**src/rtl/scan_mux_pkg.sv**
```systemverilog
// Shared types and constants for the scan_mux channel multiplexer.
package scan_mux_pkg;

  typedef enum logic [1:0] {
    IDLE   = 2'd0,
    MANUAL = 2'd1,
    SCAN   = 2'd2
  } state_e;

  localparam logic MODE_MANUAL = 1'b0;
  localparam logic MODE_SCAN   = 1'b1;

endpackage

```
**src/rtl/scan_mux_dwell_cnt.sv**
```systemverilog
// Dwell counter for scan_mux: counts 0..DWELL-1 while the scan is running
// and pulses adv_o on the last count so the scan channel moves on.
module scan_mux_dwell_cnt #(
  parameter int DWELL = 4
) (
  input  logic clk,
  input  logic reset,
  input  logic clear_i,
  input  logic run_i,
  output logic adv_o
);

  localparam int CW = (DWELL > 1) ? $clog2(DWELL) : 1;

  logic [CW-1:0] cnt_q;

  assign adv_o = run_i && (cnt_q == CW'(DWELL - 1));

  // Count while running; restart from zero on reset, on clear and after each advance.
  always_ff @(posedge clk) begin
    if (reset || clear_i) begin
      cnt_q <= '0;
    end else if (run_i) begin
      cnt_q <= adv_o ? '0 : cnt_q + 1'b1;
    end
  end

endmodule

```
**src/rtl/scan_mux.sv**
```systemverilog
// scan_mux: registered N_CH-to-1 channel multiplexer with manual select and
// an auto-scan mode that holds each channel for DWELL cycles.
// Optional feature: define SCAN_MUX_MASK_EN to add the ch_mask port, which
// restricts the auto-scan to channels whose mask bit is set.
//
//   state  | meaning
//   IDLE   | en low: output zero/invalid, channel indices held
//   MANUAL | y follows the channel picked by sel
//   SCAN   | y steps through the (enabled) channels, DWELL cycles each
module scan_mux
  import scan_mux_pkg::*;
#(
  parameter int N_CH  = 8,
  parameter int W     = 8,
  parameter int DWELL = 4,
  localparam int SW   = (N_CH > 1) ? $clog2(N_CH) : 1
) (
  input  logic              clk,
  input  logic              reset,
  input  logic              en,
  input  logic              mode,
  input  logic [SW-1:0]     sel,
  input  logic [N_CH*W-1:0] d,
`ifdef SCAN_MUX_MASK_EN
  input  logic [N_CH-1:0]   ch_mask,
`endif
  output logic [W-1:0]      y,
  output logic              y_valid,
  output logic [SW-1:0]     cur_ch,
  output logic              wrap
);

  state_e          state_q, state_d;
  logic [W-1:0]    y_q, y_d;
  logic            y_valid_q, y_valid_d;
  logic [SW-1:0]   cur_ch_q, cur_ch_d;
  logic [SW-1:0]   scan_ch_q, scan_ch_d;
  logic            wrap_q, wrap_d;

  logic [W-1:0]    ch_data [N_CH];
  logic [N_CH-1:0] mask_w;
  logic            mask_any;
  logic            sel_legal;
  logic            scan_run;
  logic            dwell_adv;
  logic [SW:0]     entry_hit;
  logic [SW:0]     adv_hit;

  // Circular search for the first set mask bit at or after 'from'
  // (from may be N_CH); the MSB of the result flags that one was found.
  function automatic logic [SW:0] first_set(input logic [N_CH-1:0] m, input int from);
    logic [SW:0]   r;
    logic [SW-1:0] pos;
    int            idx;
    r = '0;
    for (int i = N_CH - 1; i >= 0; i--) begin
      idx = from + i;
      if (idx >= N_CH) idx = idx - N_CH;
      pos = SW'(idx);
      if (m[pos]) r = {1'b1, pos};
    end
    return r;
  endfunction

`ifdef SCAN_MUX_MASK_EN
  assign mask_w = ch_mask;
`else
  assign mask_w = '1;
`endif

  assign mask_any  = |mask_w;
  assign sel_legal = (int'(sel) < N_CH);
  assign state_d   = !en ? IDLE : ((mode == MODE_SCAN) ? SCAN : MANUAL);
  assign scan_run  = (state_q == SCAN) && (state_d == SCAN);
  assign entry_hit = first_set(mask_w, sel_legal ? int'(sel) : 0);
  assign adv_hit   = first_set(mask_w, int'(scan_ch_q) + 1);

  // Unpack the channel bus into an indexable array.
  always_comb begin
    for (int k = 0; k < N_CH; k++) begin
      ch_data[k] = d[k*W +: W];
    end
  end

  scan_mux_dwell_cnt #(
    .DWELL(DWELL)
  ) u_dwell (
    .clk    (clk),
    .reset  (reset),
    .clear_i(!scan_run),
    .run_i  (scan_run),
    .adv_o  (dwell_adv)
  );

  // Next output values for the state being entered on this edge.
  always_comb begin
    y_d       = '0;
    y_valid_d = 1'b0;
    cur_ch_d  = cur_ch_q;
    wrap_d    = 1'b0;
    scan_ch_d = scan_ch_q;
    unique case (state_d)
      MANUAL: begin
        cur_ch_d = sel;
        if (sel_legal) begin
          y_d       = ch_data[sel];
          y_valid_d = 1'b1;
        end
      end
      SCAN: begin
        if (state_q != SCAN) begin
          if (entry_hit[SW]) scan_ch_d = entry_hit[SW-1:0];
        end else if (dwell_adv && adv_hit[SW]) begin
          scan_ch_d = adv_hit[SW-1:0];
          // Landing at or below the old index means the search passed N_CH-1.
          wrap_d    = (adv_hit[SW-1:0] <= scan_ch_q);
        end
        if (mask_any) begin
          y_d       = ch_data[scan_ch_d];
          y_valid_d = 1'b1;
          cur_ch_d  = scan_ch_d;
        end
      end
      default: ;
    endcase
  end

  // State and registered outputs; reset overrides everything.
  always_ff @(posedge clk) begin
    if (reset) begin
      state_q   <= IDLE;
      y_q       <= '0;
      y_valid_q <= 1'b0;
      cur_ch_q  <= '0;
      scan_ch_q <= '0;
      wrap_q    <= 1'b0;
    end else begin
      state_q   <= state_d;
      y_q       <= y_d;
      y_valid_q <= y_valid_d;
      cur_ch_q  <= cur_ch_d;
      scan_ch_q <= scan_ch_d;
      wrap_q    <= wrap_d;
    end
  end

  assign y       = y_q;
  assign y_valid = y_valid_q;
  assign cur_ch  = cur_ch_q;
  assign wrap    = wrap_q;

endmodule

```
**config.mk**
```make
export PLATFORM = sky130hd
export DESIGN_NAME = scan_mux
export DESIGN_NICKNAME = d
export VERILOG_FILES = /design/src/rtl/scan_mux_pkg.sv /design/src/rtl/scan_mux_dwell_cnt.sv /design/src/rtl/scan_mux.sv
export SDC_FILE = /design/constraint.sdc
export NUM_CORES = 1
export LEC_CHECK = 0
export CAP_MARGIN = 25
export CORE_ASPECT_RATIO = 1.5
export CORE_MARGIN = 4
export CORE_UTILIZATION = 35
export CTS_BUF_LIST = sky130_fd_sc_hd__clkbuf_16
export CTS_CLUSTER_SIZE = 10
export DETAILED_ROUTE_END_ITERATION = 12
export PLACE_DENSITY_LB_ADDON = 0.3
export SETUP_SLACK_MARGIN = 0.4
export SYNTH_ARGS = -nofsm -noshare
export SYNTH_HDL_FRONTEND = slang
export SYNTH_SLANG_ARGS = --single-unit
```
**constraint.sdc**
```tcl
create_clock -name clk -period 1.9 [get_ports clk]
set_clock_uncertainty 0.05 [all_clocks]
set_input_delay 0.19 -clock clk [delete_from_list [all_inputs] [get_ports clk]]
set_output_delay 0.19 -clock clk [all_outputs]
set_load 0.01 [all_outputs]
```
==> results of run 1 <==
==> kinds of logic (layout without fill, tap and decap cells) <==
| group | Yosys count | count (layout) | share of synthesized area |
|---|---|---|---|
| multiplexers | 61 | 61 | 0.4496 |
| flip-flops | 20 | 20 | 0.2082 |
| XOR/XNOR | 4 | 4 | 0.02213 |
| AO/OA/AOI/OAI | 36 | 36 | 0.1308 |
| adder cells (fa/ha/maj) | 3 | 3 | 0.01952 |
| AND/OR/NAND/NOR | 44 | 44 | 0.1178 |
| buffers and inverters | 16 | 127 | 0.05205 |
==> layout make-up <==
type | instances | area (um^2) | share of cell area
Clock buffer | 3 | 75.07 | 0.02235
Sequential cell | 20 | 410.4 | 0.1222
Timing Repair Buffer | 120 | 1186 | 0.3532
Tap cell | 68 | 85.08 | 0.02534
Inverter | 3 | 13.76 | 0.004098
Multi-Input combinational cell | 148 | 1584 | 0.4717
Clock inverter | 1 | 3.754 | 0.001118
==> sequential cells by signal, indices dropped and copies added, names as in the netlist <==
name,count
y_valid,1
cur_ch,3
u_dwell.cnt_q,2
wrap,1
y,8
state_q,2
scan_ch_q,3
==> metrics by stage <==
stage / hold WS, ns / instance area, um^2 / total power [mW] / instances / utilization
3_3_place_gp: 0.4369 / 3162 / 1.076 / 355 / 0.6028
4_1_cts: 0.4541 / 3286 / 1.554 / 359 / 0.6264
3_5_place_dp: 0.4457 / 3162 / 1.085 / 355 / 0.6028
6_report: 0.4510 / 3358 / 1.557 / 363 / 0.6403
5_1_grt: 0.4690 / 3358 / 1.622 / 363 / 0.6403
2_1_floorplan: 0.2053 / 2032 / 0.7811 / 184 / -
==> worst max-delay path, cell delays in order, from the launching register on <==
cell and delay (ns):
dfxtp_2 0.34, ha_4 0.17, nand3_4 0.10, xnor2_2 0.20, mux2i_4 0.10, buf_12 0.15, buf_12 0.13, buf_12 0.13
buf_6 0.12, mux2i_1 0.10, mux2_2 0.26, o21ai_1 0.12
==> cells in the final DEF (no fill, tap or decap), drive strengths merged, types with 2 or more instances in the layout <==
cell type,n
a211oi,6
a21oi,13
a2bb2oi,6
a31oi,7
buf,37
clkbuf,3
clkdlybuf4s50,82
dfxtp,20
ha,3
inv,3
mux2,23
mux2i,21
mux4,17
nand2,13
nand2b,3
nand3,2
nor2,16
nor2b,2
nor3,3
o21ai,2
xnor2,2
xor2,2
==> worst max path at each step <==
stage / from / to / slack [ns] / cells past startpoint
after floorplan: u_dwell.cnt_q[1]$_SDFFE_PP0P_ / y[0]$_SDFF_PP0_ / 0.03 / 8
after global placement: mode / y[6]$_SDFF_PP0_ / -0.38 / 8
after detailed placement: mode / y[6]$_SDFF_PP0_ / -0.39 / 8
after CTS: u_dwell.cnt_q[0]$_SDFFE_PP0P_ / y[5]$_SDFF_PP0_ / -0.12 / 8
after global routing: u_dwell.cnt_q[1]$_SDFFE_PP0P_ / y[5]$_SDFF_PP0_ / -0.25 / 8
final: u_dwell.cnt_q[0]$_SDFFE_PP0P_ / y[6]$_SDFF_PP0_ / -0.14 / 11
==> per-layer routing <==
| layer | GRT usage | wire length [um] | up-vias | share of wire |
|---|---|---|---|---|
| met2 | 0.3591 | 3526 | 61 | 0.57 |
| met1 | 0.1856 | 2180 | 929 | 0.35 |
| met5 | 0 | 0 | - | 0 |
| li1 | - | - | 931 | - |
| met3 | 0.02395 | 265 | 13 | 0.043 |
| met4 | 0.08729 | 180 | 0 | 0.029 |
==> what timing repair did <==
item,in CTS,in global routing
endpoints found under the setup margin,12,16
buffers inserted,0,4
gates cloned,0,0
pin swaps,2,4
hold buffers,0,0
resized for setup,11,8
hold endpoints to repair,0,0
==> power groups by stage <==
stage	clock, mW	sequential, mW	combinational, mW
floorplan	0	0.474	0.307
global placement	0	0.466	0.610
detailed placement	0	0.466	0.619
CTS	0.462	0.457	0.636
global route	0.466	0.459	0.698
finish	0.444	0.457	0.656
==> flow_summary.ini, run 1 <==
[die]
die-area_um2 = 6769
die_h_um = 98.79
die_w_um = 68.53
pin_count = 84
rows = 32
initial_utilization = 0.3667
core-area_um2 = 5245

[cts]
cts.root.buffer_cell = clkbuf_16
htree_num_levels = 1
max-clock-path-buffers = 2
cts.clk_slew.worst_paths_ns = 0.06
insertion_delay_ns = 0.26
clock_sinks = 20
tritoncts = built
cts_buffers = 3

[worst_setup_path]
r2r_end = y[6]$_SDFF_PP0_
crit_path_end_kind = register
worstRegToRegCells = 11
crit_required_ns = 2.04
worstSetupStartpointType = register
path_max_fanout = 10
crit_arrival_ns = 2.18
reg2reg_setup_slack_ns = -0.14
r2r-start = u_dwell.cnt_q[0]$_SDFFE_PP0P_
crit_type = register to register

[synth]
synth_area_um2 = 1923
synthCells = 184
syn_area_per_cell_um2 = 10.45
synth_top_cells_by_area = dfxtp_1 21%, mux4_2 20%, mux2_2 13%, mux2i_1 10%, a21oi_1 3.1%
synth_top_area_frac = 0.2082
synth_seq_area_share = 0.2082
synth_most_common_cell = mux2_2
yosysUniqueCellTypes = 39
synth_flop_cell = dfxtp_1
synth_edf_count = 0
synth_common_cells = 22 x mux2_2, 20 x dfxtp_1, 20 x mux2i_1
ys_warn_count = 0
ys_seq_elements = 20
async_reset_ff_frac = 0
synth_nets = 258
synth_area_leader_cell = dfxtp_1

[pwr]
leakagePower_nw = 1.311
seqPwrFrac = 0.293
p_int_mw = 1.142
pwr-share-comb = 0.421
clkPwrFrac = 0.285
vdd_drop_max_mv = 0.3068
sw_frac_of_total = 0.2667
netSwitchingPower_mw = 0.4152
cellPowerDensity_nw_per_um2 = 463.6

[placement]
dpl_worst_slack_ns = -0.3893
globalplace.congestion = 0.8198
dp_hpwl_um = 4888
io_buffers = 83

[drt]
num_vias = 1934
first_iter_violations = 90
first_pass_iters = 4
wirelength_um = 6151
ant_nets = 0
wl_per_cell_um = 16.94
drc = 0
routed_via_density = 5.328

[outcome]
violations = setup timing
status = finished with violations

[min_path]
hold_end = wrap$_SDFF_PP0_
hp-start = mode
min_path_cells = 4
hold_class = input pin to register

[final_layout]
fillerInstances = 436
n_antenna_cell = 0
area_growth_pct = 74.63
nets = 370
drive_above_1_share = 0.3864

[timing]
tns_ns = -0.6711
setup_slack_ns = -0.1408
tightest_slew_ns = 0.4473
finalCritPeriodShare = 1.074
setup-violations-final = 8
finalHoldViolations = 0
rsz0062_at_grt = yes
period_minus_slack_ns = 2.041
drv_slew = 0
max_freq_mhz = 490.0
max_slew_margin = 0.7009

[grt]
grt_antenna_before_repair = 0
grt_max_degree = 21
overflow = 0
grt_use_total = 0.1873
grt_pass1_vias = 2098
grt_pass1_wl_um = 9660

[flow_run]
drv_cap = 0
Power figures use the tool's default switching activity.
==> run 2, diff against run 1 <==
- CAP_MARGIN: 25 -> 30
- SKIP_CTS_REPAIR_TIMING: default -> 1
==> run 2 against run 1 <==
Against the previous run: the run still ends with setup timing left; wire length up 2.7%; highest routed layer unchanged; critical endpoint is now y[1]$_SDFF_PP0_; critical path type unchanged; largest cell class unchanged; final area up 3.1%; die area unchanged; setup slack worse by 0.0044 ns; sequential share of layout area down 0.36 points.
==> flow_summary.ini, run 2 (synthesis gave the netlist of run 1 again) <==
[final_layout]
drive_above_1_share = 0.4013
largest_reg_flops = 8
layout_common_cells = 83 x clkdlybuf4s50_1, 28 x buf_4, 20 x mux2i_1, 17 x mux4_2, 16 x dfxtp_1
fillerInstances = 419
nets = 374
final_common_cell = clkdlybuf4s50_1
n_antenna_cell = 0
area_growth_pct = 79.96

[pwr]
power_mw = 1.584
vdd_drop_max_mv = 0.3124
leakagePower_nw = 1.359
cellPowerDensity_nw_per_um2 = 457.8

[timing]
max_slew_margin = 0.7072
setup_slack_ns = -0.1452
finalHoldViolations = 0
finalCritPeriodShare = 1.076
setup-violations-final = 8
tns_ns = -0.7363
rsz0062_at_grt = yes
tightest_slew_ns = 0.4379
max_freq_mhz = 489.0
period_minus_slack_ns = 2.045
drv_slew = 0

[die]
die_h_um = 98.79
rows = 32
core-area_um2 = 5245
die_w_um = 68.53
pin_count = 84
die-area_um2 = 6769
initial_utilization = 0.3667

[drt]
first_pass_iters = 4
wirelength_um = 6315
drc = 0
wl_per_cell_um = 17.21
first_iter_violations = 73
num_vias = 1973
ant_nets = 0
routed_via_density = 5.376

[worst_setup_path]
crit_path_end_kind = register
r2r-start = u_dwell.cnt_q[0]$_SDFFE_PP0P_
crit_required_ns = 1.99
worstRegToRegCells = 10
reg2reg_setup_slack_ns = -0.15
startpoint = u_dwell.cnt_q[0]$_SDFFE_PP0P_
r2r_end = y[1]$_SDFF_PP0_
crit_type = register to register
crit_arrival_ns = 2.14
path_max_fanout = 7
worstSetupStartpointType = register

[placement]
dp_hpwl_um = 4888
globalplace.congestion = 0.8198
io_buffers = 83

[grt]
grt_pass1_wl_um = 9549
overflow = 0
grt_pass1_vias = 2097
grt_max_degree = 21
grt_use_total = 0.1841
grt_antenna_before_repair = 0

[cts]
max-clock-path-buffers = 2
htree_num_levels = 1
insertion_delay_ns = 0.26
cts.clk_slew.worst_paths_ns = 0.06
clock_sinks = 20
cts.root.buffer_cell = clkbuf_16
tritoncts = built
cts_buffers = 3

[min_path]
min_path_cells = 2
hold_class = register to register
hold_end = cur_ch[0]$_SDFFE_PP0P_
hp-start = cur_ch[0]$_SDFFE_PP0P_

[flow_run]
drv_cap = 0

[outcome]
violations = setup timing
status = finished with violations
## run 2: changes by cell type in the layout (fill, tap and decap cells not counted), sizes merged
cell / change
buf: +3
clkbuf: +1
clkdlybuf4s50: +1
dlygate4sd2: -1
## run 2: power by group
group          total [mW]  leakage, nW  internal, mW  switching, mW
clock network       0.446       0.0385         0.281          0.165
registers           0.457        0.167         0.442         0.0142
logic               0.682         1.15         0.435          0.247
total                1.58         1.36          1.16          0.426
## run 2: critical path: stages (launching register included)
cell       delay, ns
dfxtp_2         0.35
ha_4            0.16
nand3_4         0.09
xnor2_2         0.15
mux2i_4         0.16
buf_12          0.15
buf_12          0.13
buf_12          0.12
mux2_4          0.30
a2bb2oi_2       0.15
a31oi_1         0.10
## run 2: worst max path at each step
| stage | to | slack [ns] | cells after the start |
|---|---|---|---|
| floorplan | y[0]$_SDFF_PP0_ | 0.03 | 8 |
| global placement | y[6]$_SDFF_PP0_ | -0.38 | 8 |
| detailed placement | y[6]$_SDFF_PP0_ | -0.39 | 8 |
| CTS | y[6]$_SDFF_PP0_ | -0.13 | 8 |
| global route | y[1]$_SDFF_PP0_ | -0.22 | 10 |
| finish | y[1]$_SDFF_PP0_ | -0.15 | 10 |
## run 2: routing by layer
| layer | vias to the layer above | global-route usage | wire length, um |
|---|---|---|---|
| li1 | 939 | - | - |
| met1 | 960 | 0.1863 | 2226 |
| met2 | 63 | 0.3517 | 3652 |
| met3 | 11 | 0.02166 | 275 |
| met4 | 0 | 0.08270 | 160 |
| met5 | - | 0 | 0 |
## run 2: area by class of cell
class	count	area (um^2)	share of cell area
Clock buffer	3	75.07	0.02169
Clock inverter	1	3.754	0.001085
Multi-Input combinational cell	148	1613	0.4660
Timing Repair Buffer	124	1262	0.3648
Tap cell	68	85.08	0.02458
Inverter	3	11.26	0.003254
Sequential cell	20	410.4	0.1186
## run 2: metrics by stage
step	utilization	std cells	hold WS, ns	cell area (um^2)	setup WS, ns
after floorplan	-	184	0.2053	2032	0.02827
after global placement	0.6028	355	0.4369	3162	-0.3846
after detailed placement	0.6028	355	0.4457	3162	-0.3893
after CTS	0.6178	359	0.4541	3241	-0.1276
after global routing	0.6598	367	0.4690	3461	-0.2235
final	0.6598	367	0.4517	3461	-0.1452
